--- src/rtl/uvmt_apb_adv_timer_apb_initiator.sv ---
// APB4 requester for the APB Advanced Timer register port.
// Turns a valid/ready command stream into single APB transfers and returns
// one valid/ready response per command.
// Optional watchdog: define UVMT_APB_ADV_TIMER_APB_INIT_TIMEOUT_EN to abort
// ACCESS phases that see pready=0 for TIMEOUT_CYCLES consecutive cycles.
//
// Handshake rule (cmd and rsp channels): a transfer happens on a rising clk
// edge where valid && ready are both 1; the producer holds valid and its
// payload stable until that edge, and ready never depends on valid.
module uvmt_apb_adv_timer_apb_initiator #(
    parameter int              ADDR_WIDTH     = 32,
    parameter int              DATA_WIDTH     = 32,
    parameter int              TIMEOUT_CYCLES = 256,
    parameter logic [2:0]      PPROT_VAL      = 3'b000
) (
    input  logic                    clk,
    input  logic                    reset_n,
    // command channel
    input  logic                    cmd_valid,
    output logic                    cmd_ready,
    input  logic                    cmd_write,
    input  logic [ADDR_WIDTH-1:0]   cmd_addr,
    input  logic [DATA_WIDTH-1:0]   cmd_wdata,
    input  logic [DATA_WIDTH/8-1:0] cmd_strb,
    // response channel
    output logic                    rsp_valid,
    input  logic                    rsp_ready,
    output logic [DATA_WIDTH-1:0]   rsp_rdata,
    output logic                    rsp_slverr,
    output logic                    rsp_timeout,
    output logic [15:0]             txn_count,
    // APB requester
    output logic [ADDR_WIDTH-1:0]   paddr,
    output logic                    pwrite,
    output logic [DATA_WIDTH-1:0]   pwdata,
    output logic [DATA_WIDTH/8-1:0] pstrb,
    output logic [2:0]              pprot,
    output logic                    psel,
    output logic                    penable,
    input  logic                    pready,
    input  logic [DATA_WIDTH-1:0]   prdata,
    input  logic                    pslverr,
    // debug: current FSM state (IDLE=0, SETUP=1, ACCESS=2, RESP=3)
    output logic [1:0]              fsm_state
);

    localparam int STRB_WIDTH = DATA_WIDTH / 8;

    // Reject unsupported configurations at elaboration time.
    if (!(DATA_WIDTH == 8 || DATA_WIDTH == 16 || DATA_WIDTH == 32) || TIMEOUT_CYCLES < 2) begin : g_param_check
        $error("uvmt_apb_adv_timer_apb_initiator: unsupported DATA_WIDTH or TIMEOUT_CYCLES");
    end

    typedef enum logic [1:0] {
        IDLE   = 2'd0,
        SETUP  = 2'd1,
        ACCESS = 2'd2,
        RESP   = 2'd3
    } state_t;

    state_t                  state, state_nxt;
    logic                    cmd_fire;
    logic                    rsp_fire;
    logic                    access_done;
    logic                    access_abort;
    logic                    timeout_hit;

    logic [ADDR_WIDTH-1:0]   addr_q;
    logic                    write_q;
    logic [DATA_WIDTH-1:0]   wdata_q;
    logic [STRB_WIDTH-1:0]   strb_q;
    logic [DATA_WIDTH-1:0]   rdata_q;
    logic                    slverr_q;
    logic [15:0]             txn_q;

    assign cmd_fire = cmd_valid && cmd_ready;
    assign rsp_fire = rsp_valid && rsp_ready;

`ifdef UVMT_APB_ADV_TIMER_APB_INIT_TIMEOUT_EN
    localparam logic [15:0] WAIT_LIMIT = 16'(TIMEOUT_CYCLES - 1);

    logic [15:0] wait_cnt;
    logic        timeout_q;

    // Count ACCESS cycles that stall; the cycle that would make the count
    // reach TIMEOUT_CYCLES aborts instead, unless pready completes it.
    always_ff @(posedge clk or negedge reset_n) begin
        if (!reset_n) begin
            wait_cnt <= '0;
        end else if (cmd_fire) begin
            wait_cnt <= '0;
        end else if (state == ACCESS && !pready) begin
            wait_cnt <= wait_cnt + 16'd1;
        end
    end

    assign timeout_hit = (wait_cnt == WAIT_LIMIT);

    // Timeout flag: cleared per command, set only by an abort.
    always_ff @(posedge clk or negedge reset_n) begin
        if (!reset_n) begin
            timeout_q <= 1'b0;
        end else if (cmd_fire) begin
            timeout_q <= 1'b0;
        end else if (access_abort) begin
            timeout_q <= 1'b1;
        end
    end

    assign rsp_timeout = timeout_q;
`else
    assign timeout_hit = 1'b0;
    assign rsp_timeout = 1'b0;
`endif

    // State register.
    always_ff @(posedge clk or negedge reset_n) begin
        if (!reset_n) begin
            state <= IDLE;
        end else begin
            state <= state_nxt;
        end
    end

    // Next-state and APB/handshake control decode.
    always_comb begin
        state_nxt    = state;
        cmd_ready    = 1'b0;
        psel         = 1'b0;
        penable      = 1'b0;
        rsp_valid    = 1'b0;
        access_done  = 1'b0;
        access_abort = 1'b0;
        case (state)
            IDLE: begin
                // Gated by reset_n so cmd_ready reads 0 while reset is held.
                cmd_ready = reset_n;
                if (cmd_valid) begin
                    state_nxt = SETUP;
                end
            end
            SETUP: begin
                psel      = 1'b1;
                state_nxt = ACCESS;
            end
            ACCESS: begin
                psel    = 1'b1;
                penable = 1'b1;
                if (pready) begin
                    access_done = 1'b1;
                    state_nxt   = RESP;
                end else if (timeout_hit) begin
                    access_abort = 1'b1;
                    state_nxt    = RESP;
                end
            end
            RESP: begin
                rsp_valid = 1'b1;
                if (rsp_ready) begin
                    state_nxt = IDLE;
                end
            end
            default: state_nxt = IDLE;
        endcase
    end

    // Command capture and response data; reads never carry write data/strobes.
    always_ff @(posedge clk or negedge reset_n) begin
        if (!reset_n) begin
            addr_q   <= '0;
            write_q  <= 1'b0;
            wdata_q  <= '0;
            strb_q   <= '0;
            rdata_q  <= '0;
            slverr_q <= 1'b0;
        end else begin
            if (cmd_fire) begin
                addr_q   <= cmd_addr;
                write_q  <= cmd_write;
                wdata_q  <= cmd_write ? cmd_wdata : '0;
                strb_q   <= cmd_write ? cmd_strb : '0;
                rdata_q  <= '0;
                slverr_q <= 1'b0;
            end
            if (access_done) begin
                rdata_q  <= write_q ? '0 : prdata;
                slverr_q <= pslverr;
            end
            if (access_abort) begin
                rdata_q  <= '0;
                slverr_q <= 1'b1;
            end
        end
    end

    // Completed-response counter, wraps naturally at 16 bits.
    always_ff @(posedge clk or negedge reset_n) begin
        if (!reset_n) begin
            txn_q <= '0;
        end else if (rsp_fire) begin
            txn_q <= txn_q + 16'd1;
        end
    end

    assign paddr      = addr_q;
    assign pwrite     = write_q;
    assign pwdata     = wdata_q;
    assign pstrb      = strb_q;
    assign pprot      = PPROT_VAL;
    assign rsp_rdata  = rdata_q;
    assign rsp_slverr = slverr_q;
    assign txn_count  = txn_q;
    assign fsm_state  = state;

endmodule
--- config.mk ---
export PLATFORM = sky130hd
export DESIGN_NAME = uvmt_apb_adv_timer_apb_initiator
export DESIGN_NICKNAME = d
export VERILOG_FILES = /design/src/rtl/uvmt_apb_adv_timer_apb_initiator.sv
export SDC_FILE = /design/constraint.sdc
export NUM_CORES = 1
export LEC_CHECK = 0
export BUFFER_PORTS_ARGS = -buffer_cell sky130_fd_sc_hd__buf_2
export CAP_MARGIN = 10
export CORE_MARGIN = 3
export CORE_UTILIZATION = 30
export CTS_CLUSTER_SIZE = 40
export DETAILED_ROUTE_END_ITERATION = 10
export GPL_TIMING_DRIVEN = 0
export PLACE_DENSITY_LB_ADDON = 0.08
export SYNTH_ARGS = -nofsm -noshare
export SYNTH_HDL_FRONTEND = slang
export SYNTH_SLANG_ARGS = --single-unit
--- constraint.sdc ---
create_clock -name clk -period 4.5 [get_ports clk]
set_clock_uncertainty 0.2 [all_clocks]
set_input_delay 0.9 -clock clk [delete_from_list [all_inputs] [get_ports clk]]
set_output_delay 0.9 -clock clk [all_outputs]
set_load 0.03 [all_outputs]
; ---- Word-level counts from Yosys, hierarchy flattened
; Index checks and enable logic that the tools add are counted.
[word_totals]
regBits = 120
out_inout_bits = 128
[classes]
addsub = 1
eq_ne = 6
n_mux = 17
reduce_logical = 6
[op_table]
columns = operator, count
row1 = 32-bit 2-to-1 mux, 4
row2 = "16-bit by 1-bit adder with 16-bit output, second input constant", 1
row3 = 1-bit 2-to-1 mux, 8
row4 = 2-bit case mux with 4 select lines, 1
row5 = 2-bit 2-to-1 mux, 3
row6 = "2-bit inequality test, second input constant", 3
row7 = "2-bit == test, second input constant", 2
row8 = 4-bit 2-to-1 mux, 1
row9 = 3-bit AND reduction, 1
row10 = "2-bit by 1-bit == test with 1-bit output, second input constant", 1
row11 = 1-bit logical AND, 2
row12 = 2-bit zero test, 1
row13 = 2-bit nonzero test, 1
row14 = 2-bit OR reduction, 1

; ---- Depth between registers and ports, before layout
; Gate-level depths: netlist of the first run.
[depth]
word_depth = 5
depth_mapped = 8
mapped_depth_nobuf = 6

; ---- Worst setup path before layout of the first run
; No wires, ideal clock.
[synth_path]
path_type = reg2out
start = register state[0], in the netlist fsm_state[0]
end = output port psel
t_arrival_ps = 1110
path_slack_ps = 2290
path_stages_with_launch = 3
path_cell_list = dfrtp_1 > inv_1 > ha_1
[synth_between]
elab_chain_cells = 3
elab_cells_between_ends = 4
classes_between = eq/ne: 2 / mux: 1 / reduce/logical: 1
[synth_lines]
columns = item, line
row1 = "start, declared", 61  ; state_t state, state_nxt;
row2 = "start signal, assigned", 121  ; state <= state_nxt;
row3 = 2-bit == test / 2-bit by 1-bit == test with 1-bit output (equally long branches), 134  ; case (state)
row4 = 2-bit OR reduction (no line) *, --
row5 = 1-bit 2-to-1 mux *, 134
row6 = "end, declared", 38  ; output logic psel,
; Every way passes the cells marked *; elsewhere a longest branch is shown, timed or not.

; ---- Worst setup path in the final report of the first run
[layout_path]
start = input port reset_n
end = output port cmd_ready
[layout_between]
elab_chain_cells = 1
[layout_lines]
columns = item, line
row1 = "start, declared", 17  ; input logic reset_n,
row2 = 1-bit 2-to-1 mux, 134
row3 = "end, declared", 20  ; output logic cmd_ready,
; Every way passes these cells.

==> results of run 1 <==
[cell families (layout without fill, tap and decap cells)]
group	after synthesis	after routing	share of synthesized area
multiplexers	34	34	0.0814
AND/OR/NAND/NOR	105	105	0.0976
AO/OA/AOI/OAI	72	72	0.103
flip-flops	120	120	0.638
adder cells (fa/ha/maj)	5	5	0.0133
other	1	4	0.000797
buffers and inverters	31	293	0.0375
XOR/XNOR	15	15	0.0279
[Yosys cell counts (all sizes together)]
master / number
a222oi: 1
a22o: 32
and2: 3
and3: 2
and4: 4
buf: 20
clkbuf: 6
conb: 1
dfrtp: 120
ha: 5
inv: 5
mux2: 34
nand2: 82
nand3: 7
nand4: 4
nor2: 2
nor3: 1
o21ai: 39
xnor2: 13
xor2: 2
[power breakdown]
part	switching [W]	internal (W)	total (W)
Sequential	0.000230	0.00151	0.00174
Combinational	0.00148	0.000706	0.00219
Clock	0.000485	0.000941	0.00143
Total	0.00220	0.00316	0.00536
[path summary, 6_finish.rpt]
path	cells after the start	slack [ns]	from	endpoint
setup reg to reg	8	2.39	fsm_state[1]	pwdata[25]
hold reg to reg	2	0.27	pwdata[15]	pwdata[15]
max in group asynchronous	2	3.15	reset_n	pwdata[30]
hold / removal	1	0.21	reset_n	txn_count[10]
min in group clk	2	0.27	pwdata[15]	pwdata[15]
setup / recovery	3	1.70	reset_n	cmd_ready
[layout by cell type (no fill, tap or decap), drive strengths merged]
cell type	n
buf	250
xor2	2
clkbuf	27
nor3	1
nand4	4
and4	4
o21ai	39
inv	5
bufinv	4
xnor2	13
nand2	82
nand3	7
ha	5
and3	2
dfrtp	120
clkinv	3
a22o	32
a222oi	1
conb	4
nor2	2
clkinvlp	4
and2	3
mux2	34
[flip-flops by register name, summed over array words and instances (netlist names)]
register / count
paddr: 32
pwdata: 32
rsp_rdata: 32
txn_count: 16
pstrb: 4
fsm_state: 2
pwrite: 1
rsp_slverr: 1
[per-stage QoR]
| step | power (W) | util |
|---|---|---|
| after global routing | 0.00567 | 0.445 |
| after detailed placement | 0.00398 | 0.404 |
| after CTS | 0.00544 | 0.445 |
| after floorplan | 0.00324 | - |
| final | 0.00536 | 0.445 |
| after global placement | 0.00394 | 0.401 |
[layer usage]
| metal | vias to the layer above | GRT usage |
|---|---|---|
| met2 | 150 | 0.223 |
| met5 | - | 0 |
| met3 | 14 | 0.0735 |
| met4 | 4 | 0.0490 |
| met1 | 1782 | 0.187 |
| li1 | 1809 | - |
[final cells by class]
class | count | area [um2] | share of cell area
clock buffer | 21 | 450 | 0.0664
timing repair buffer | 230 | 1180 | 0.174
buffer | 26 | 158 | 0.0232
multi-input combinational | 235 | 1540 | 0.227
inverter | 5 | 18.8 | 0.00277
tap | 211 | 264 | 0.0389
sequential | 120 | 3000 | 0.443
clock inverter | 11 | 173 | 0.0255
==> summary.txt, run 1 <==
Run status
  • Outcome: complete, no violations

Global route
  • Antenna violations before repair: 2
  • GRT Resource Usage Total: 0.148
  • First-pass GRT wire length: between 20000 and 25000 um
  • Vias in the first global route: approximately 3800
  • Largest net degree at the start of global routing: between 70 and 80
  • Total congestion overflow: 0

Floorplan
  • Die width: between 100 and 150 um
  • I/O pins: about 240
  • CORE AREA: between 0.015 and 0.02 mm2
  • Die Ht: about 130 um
  • Initial Util: 0.308
  • Die area: 0.0172 mm2
  • Core Rows: 45

Finish
  • # fillers: around 1500
  • Layout net count: roughly 750
  • Design Area, Final: 0.00678 mm2
  • Layout cell share with drive strength beyond 1: 0.489
  • Non-Filler Instances: between 800 and 900
  • Antenna cells: 0
  • Area Growth Syn to Fin: 44.2%

Yosys
  • Post-synth top area share: 0.638
  • Mapped Cells: approximately 380
  • Sequential share of the synthesized area: 0.638
  • Synth unique cells: 25
  • Mapped Avg Cell Area: around 12 um2
  • Synthesized cell area: approximately 0.0047 mm2
  • Ys Warns: 0
  • Synth Register Bits: 120
  • Largest cells by area after synthesis: dfrtp_1, mux2_2, nand2_1
  • Synth area leader: dfrtp_1

Placed design
  • PortBufs: between 200 and 250
  • RD Place Congestion: between 0.7 and 0.8
  • Placed cell count: 827
  • Setup WS pre-CTS: between 1.5 and 2 ns
  • Placed Instance Area: slightly above 0.006 mm2
  • Hpwl dp: around 9200 um

Timing
  • Min Tclk post-route: ~2.8 ns
  • RSZ-0062 raised after global routing: false
  • Final Slew Violations: 0
  • Final TNS setup: 0 ns
  • Final period util: 0.622
  • WHS: 0.213 ns
  • Final Hold Fails: 0
  • Final worst slack: between 1.5 and 2 ns
  • Final setup viols: 0
  • Peak Freq: 357 MHz

Clocking
  • CTS buffer count: 17
  • Hold buffers post-CTS: 0
  • CTS tree: done
  • Deepest clock path buffer count: 2
  • CTS resizes: 0
  • Worst-skew pair later-pin latency: 0.41 ns
  • Clk root buf: clkbuf_16
  • H-tree levels: 4
  • CTS sink cnt: 120
  • Clock-pin slew on the worst setup and hold paths: around 0.060 ns
  • Post-CTS setup buffers: 0

Critical path
  • Crit Path Max Fanout: 47
  • Worst setup EP type: primary output
  • Worst EP required: roughly 3.4 ns
  • Critical-path cell list: buf_6 -> and2_4 -> buf_2
  • CP peak stage delay: between 0.3 and 0.4 ns
  • Crit path buf inv count: 2
  • CP arrival: ~1.7 ns
  • WS Path Type: input port to primary output
  • Slowest-stage cell, CP: buf_6
  • Crit start category: input port
  • Cell family with most CP delay: buffers and inverters

Routing
  • M1 WL: ~5500 um
  • Antenna-violating nets left: 0
  • Via density: 4.38
  • WL met2: 5740 um
  • DRT iter0 DRCs: between 150 and 200
  • Wirelength per Cell: between 10 and 15 um
  • Detailed Routing Iterations Pass 1: 4
  • DRC Markers: 0
  • Vias: 3759
  • Detail Route met3 WL: 1210 um
  • Top Metal Used: met5
  • Total Wirelength: 12600 um

Pwr
  • Worst vdd rail ir drop: between 0.3 and 0.4 mV
  • PD cells: about 790 mW/mm2
  • Leakage power: between 3 and 4 nW

Min path
  • Min-delay worst type: input port to asynchronous set/reset pin

Flow run
  • Max-Cap Viols: 0
Note: power is estimated with default switching activity, not from simulation.
==> inputs of run 2 (changes only) <==
Clock period 4.5 ns to 2.9 ns, I/O delays scaled along.
==> run 2 against run 1 <==
Against the previous run: total power grew 55%; clock power increased by 55%; global-route usage is essentially flat; setup slack got worse by 1.5 ns; cell area increased by 0.15%; largest power group unchanged.
==> summary.txt, run 2 (same netlist as run 1, synthesis figures left out) <==
Run status
  • Outcome: complete, no violations

Critical path
  • Worst R2R Start: fsm_state[1]
  • CP arrival: 1.95 ns (+0.25 ns)
  • Slowest-stage cell, CP: dlygate4sd3_1
  • Critical-path cell list: dlygate4sd3_1 -> buf_6 -> and2_4 -> buf_2
  • Crit path buf inv count: 3 (+1)
  • CP peak stage delay: 0.55 ns (+0.20 ns)
  • Worst R2R End: pwdata[25]
  • Crit Path Max Fanout: 47 (unchanged)
  • R2R setup slack: 0.79 ns (-1.60 ns)
  • Worst EP required: 2.12 ns (-1.28 ns)
  • Cell family with most CP delay: buffers and inverters
  • Crit start category: input port
  • WS Path Type: input port to primary output
  • Worst setup EP type: primary output
  • Worst R2R Path Depth: 8 (unchanged)

Global route
  • Largest net degree at the start of global routing: 76 (unchanged)
  • Vias in the first global route: 3833 (+0.21%)
  • First-pass GRT wire length: 20400 um (+0.13%)
  • GRT Resource Usage Total: 0.148 (+0.000164)
  • Total congestion overflow: 0 (unchanged)
  • Antenna violations before repair: 2 (unchanged)

Timing
  • Final setup viols: 0 (unchanged)
  • RSZ-0062 raised after global routing: false
  • Final worst slack: 0.166 ns (-1.54 ns)
  • Min Tclk post-route: ~2.7 ns
  • Final TNS setup: 0 ns (unchanged)
  • Final Slew Violations: 0 (unchanged)
  • Final Hold Fails: 0 (unchanged)
  • Peak Freq: approximately 370 MHz
  • Final period util: 0.943

Routing
  • DRC Markers: 0 (unchanged)
  • Vias: 3751 (-0.21%)
  • Wirelength per Cell: 14.6 um (about the same)
  • Via density: 4.36 (-0.33%)
  • Detailed Routing Iterations Pass 1: 4 (unchanged)
  • Total Wirelength: 12600 um (+0.10%)
  • Antenna-violating nets left: 0 (unchanged)
  • DRT iter0 DRCs: 183 (+10%)

Finish
  • # fillers: 1480 (-0.27%)
  • Multi-input logic area: 0.00154 mm2 (unchanged)
  • Area Growth Syn to Fin: 44.4%
  • Final core occ: 0.445 (+0.000656)
  • Antenna cells: 0 (unchanged)
  • Layout net count: 748 (+0.13%)
  • Most frequent cells in the layout: buf_2, dfrtp_1, nand2_1, o21ai_0, mux2_2
  • Layout cell share with drive strength beyond 1: 0.488 (-0.000754)
  • Most common cell after layout, fill and taps aside: buf_2
  • Register area: 0.00300 mm2 (unchanged)

Placed design
  • Hpwl dp: 9220 um (unchanged)
  • RD Place Congestion: 0.750 (unchanged)
  • Setup WS pre-CTS: 0.465 ns (-1.20 ns)
  • PortBufs: 229 (unchanged)

Clocking
  • CTS sink cnt: 120 (unchanged)
  • CTS resizes: 0 (unchanged)
  • Deepest clock path buffer count: 2 (unchanged)
  • Clk root buf: clkbuf_16
  • CTS tree: done
  • CTS buffer count: 17 (unchanged)
  • Clock-pin slew on the worst setup and hold paths: 0.06 ns (about the same)
  • Worst-skew pair later-pin latency: 0.41 ns (about the same)
  • H-tree levels: 4 (unchanged)

Floorplan
  • Die width: 131 um (unchanged)
  • CORE AREA: 0.0153 mm2 (unchanged)
  • Core Rows: 45 (unchanged)
  • Die Ht: 131 um (unchanged)
  • Initial Util: 0.308 (unchanged)
  • I/O pins: 235 (unchanged)
  • Die area: 0.0172 mm2 (unchanged)

Min path
  • Hold_sp: prdata[29]
  • Worst hold stages: 2
  • Min-delay worst type: input port to register
  • WHS Endpoint: rsp_rdata[29]

Pwr
  • Pwr Total: 0.00832 W (+55%)
  • Worst vdd rail ir drop: 0.524 mV (+55%)
  • Leakage power: 3.60 nW (+0.12%)
  • PD cells: 1220 mW/mm2 (+55%)

Flow run
  • Max-Cap Viols: 0 (unchanged)
## run 2: report_power, final
group / switching, W / total (W) / internal [W]
sequential: 0.000357 / 0.00271 / 0.00235
combinational: 0.00230 / 0.00339 / 0.00110
clock: 0.000754 / 0.00221 / 0.00146
total: 0.00341 / 0.00832 / 0.00491
## run 2: metal layers
layer	track usage	vias to the layer above	wire [um]
met1	0.188	1772	5450
met4	0.0490	4	123
met5	0	-	21
met3	0.0731	14	1240
met2	0.223	150	5730
li1	-	1811	-
## run 2: worst max path at each step
stage | start | to | slack (ns) | cells after the start
5_1_grt | reset_n | cmd_ready | 0.04 | 4
6_report | reset_n | cmd_ready | 0.17 | 4
3_5_place_dp | reset_n | pwdata[25] | 0.46 | 7
2_1_floorplan | fsm_state[0] | rsp_rdata[10] | 0.78 | 7
3_3_place_gp | reset_n | rsp_rdata[25] | -1.38 | 7
4_1_cts | reset_n | cmd_ready | 0.12 | 4
## run 2: layout make-up
class,instances,share of cell area
well taps,211,0.0389
clock buffers,21,0.0663
plain buffers,26,0.0232
multi-input cells,235,0.226
inverters,5,0.00276
flip-flops and latches,120,0.442
clock inverters,11,0.0254
repair buffers,231,0.175
## run 2: through the flow
stage	hold slack, ns	area [um2]	std cells
floorplan	0.0844	4720	386
global placement	0.256	6130	826
detailed placement	0.265	6160	827
CTS	0.157	6790	860
global route	0.164	6790	860
finish	0.184	6790	860
## run 2: repair_timing
item | in CTS | in global routing
buffers inserted | 0 | 0
hold endpoints to repair | 45 | 0
hold buffers | 1 | 0
## run 2: worst register-to-register path, delay by kind of cell, from the launching register on
| family | cells | cell delay [ns] |
|---|---|---|
| AO/OA/AOI/OAI | 1 | 0.08 |
| adder cells (fa/ha/maj) | 1 | 0.20 |
| buffers and inverters | 3 | 0.72 |
| flip-flops | 1 | 0.40 |
| AND/OR/NAND/NOR | 3 | 0.43 |
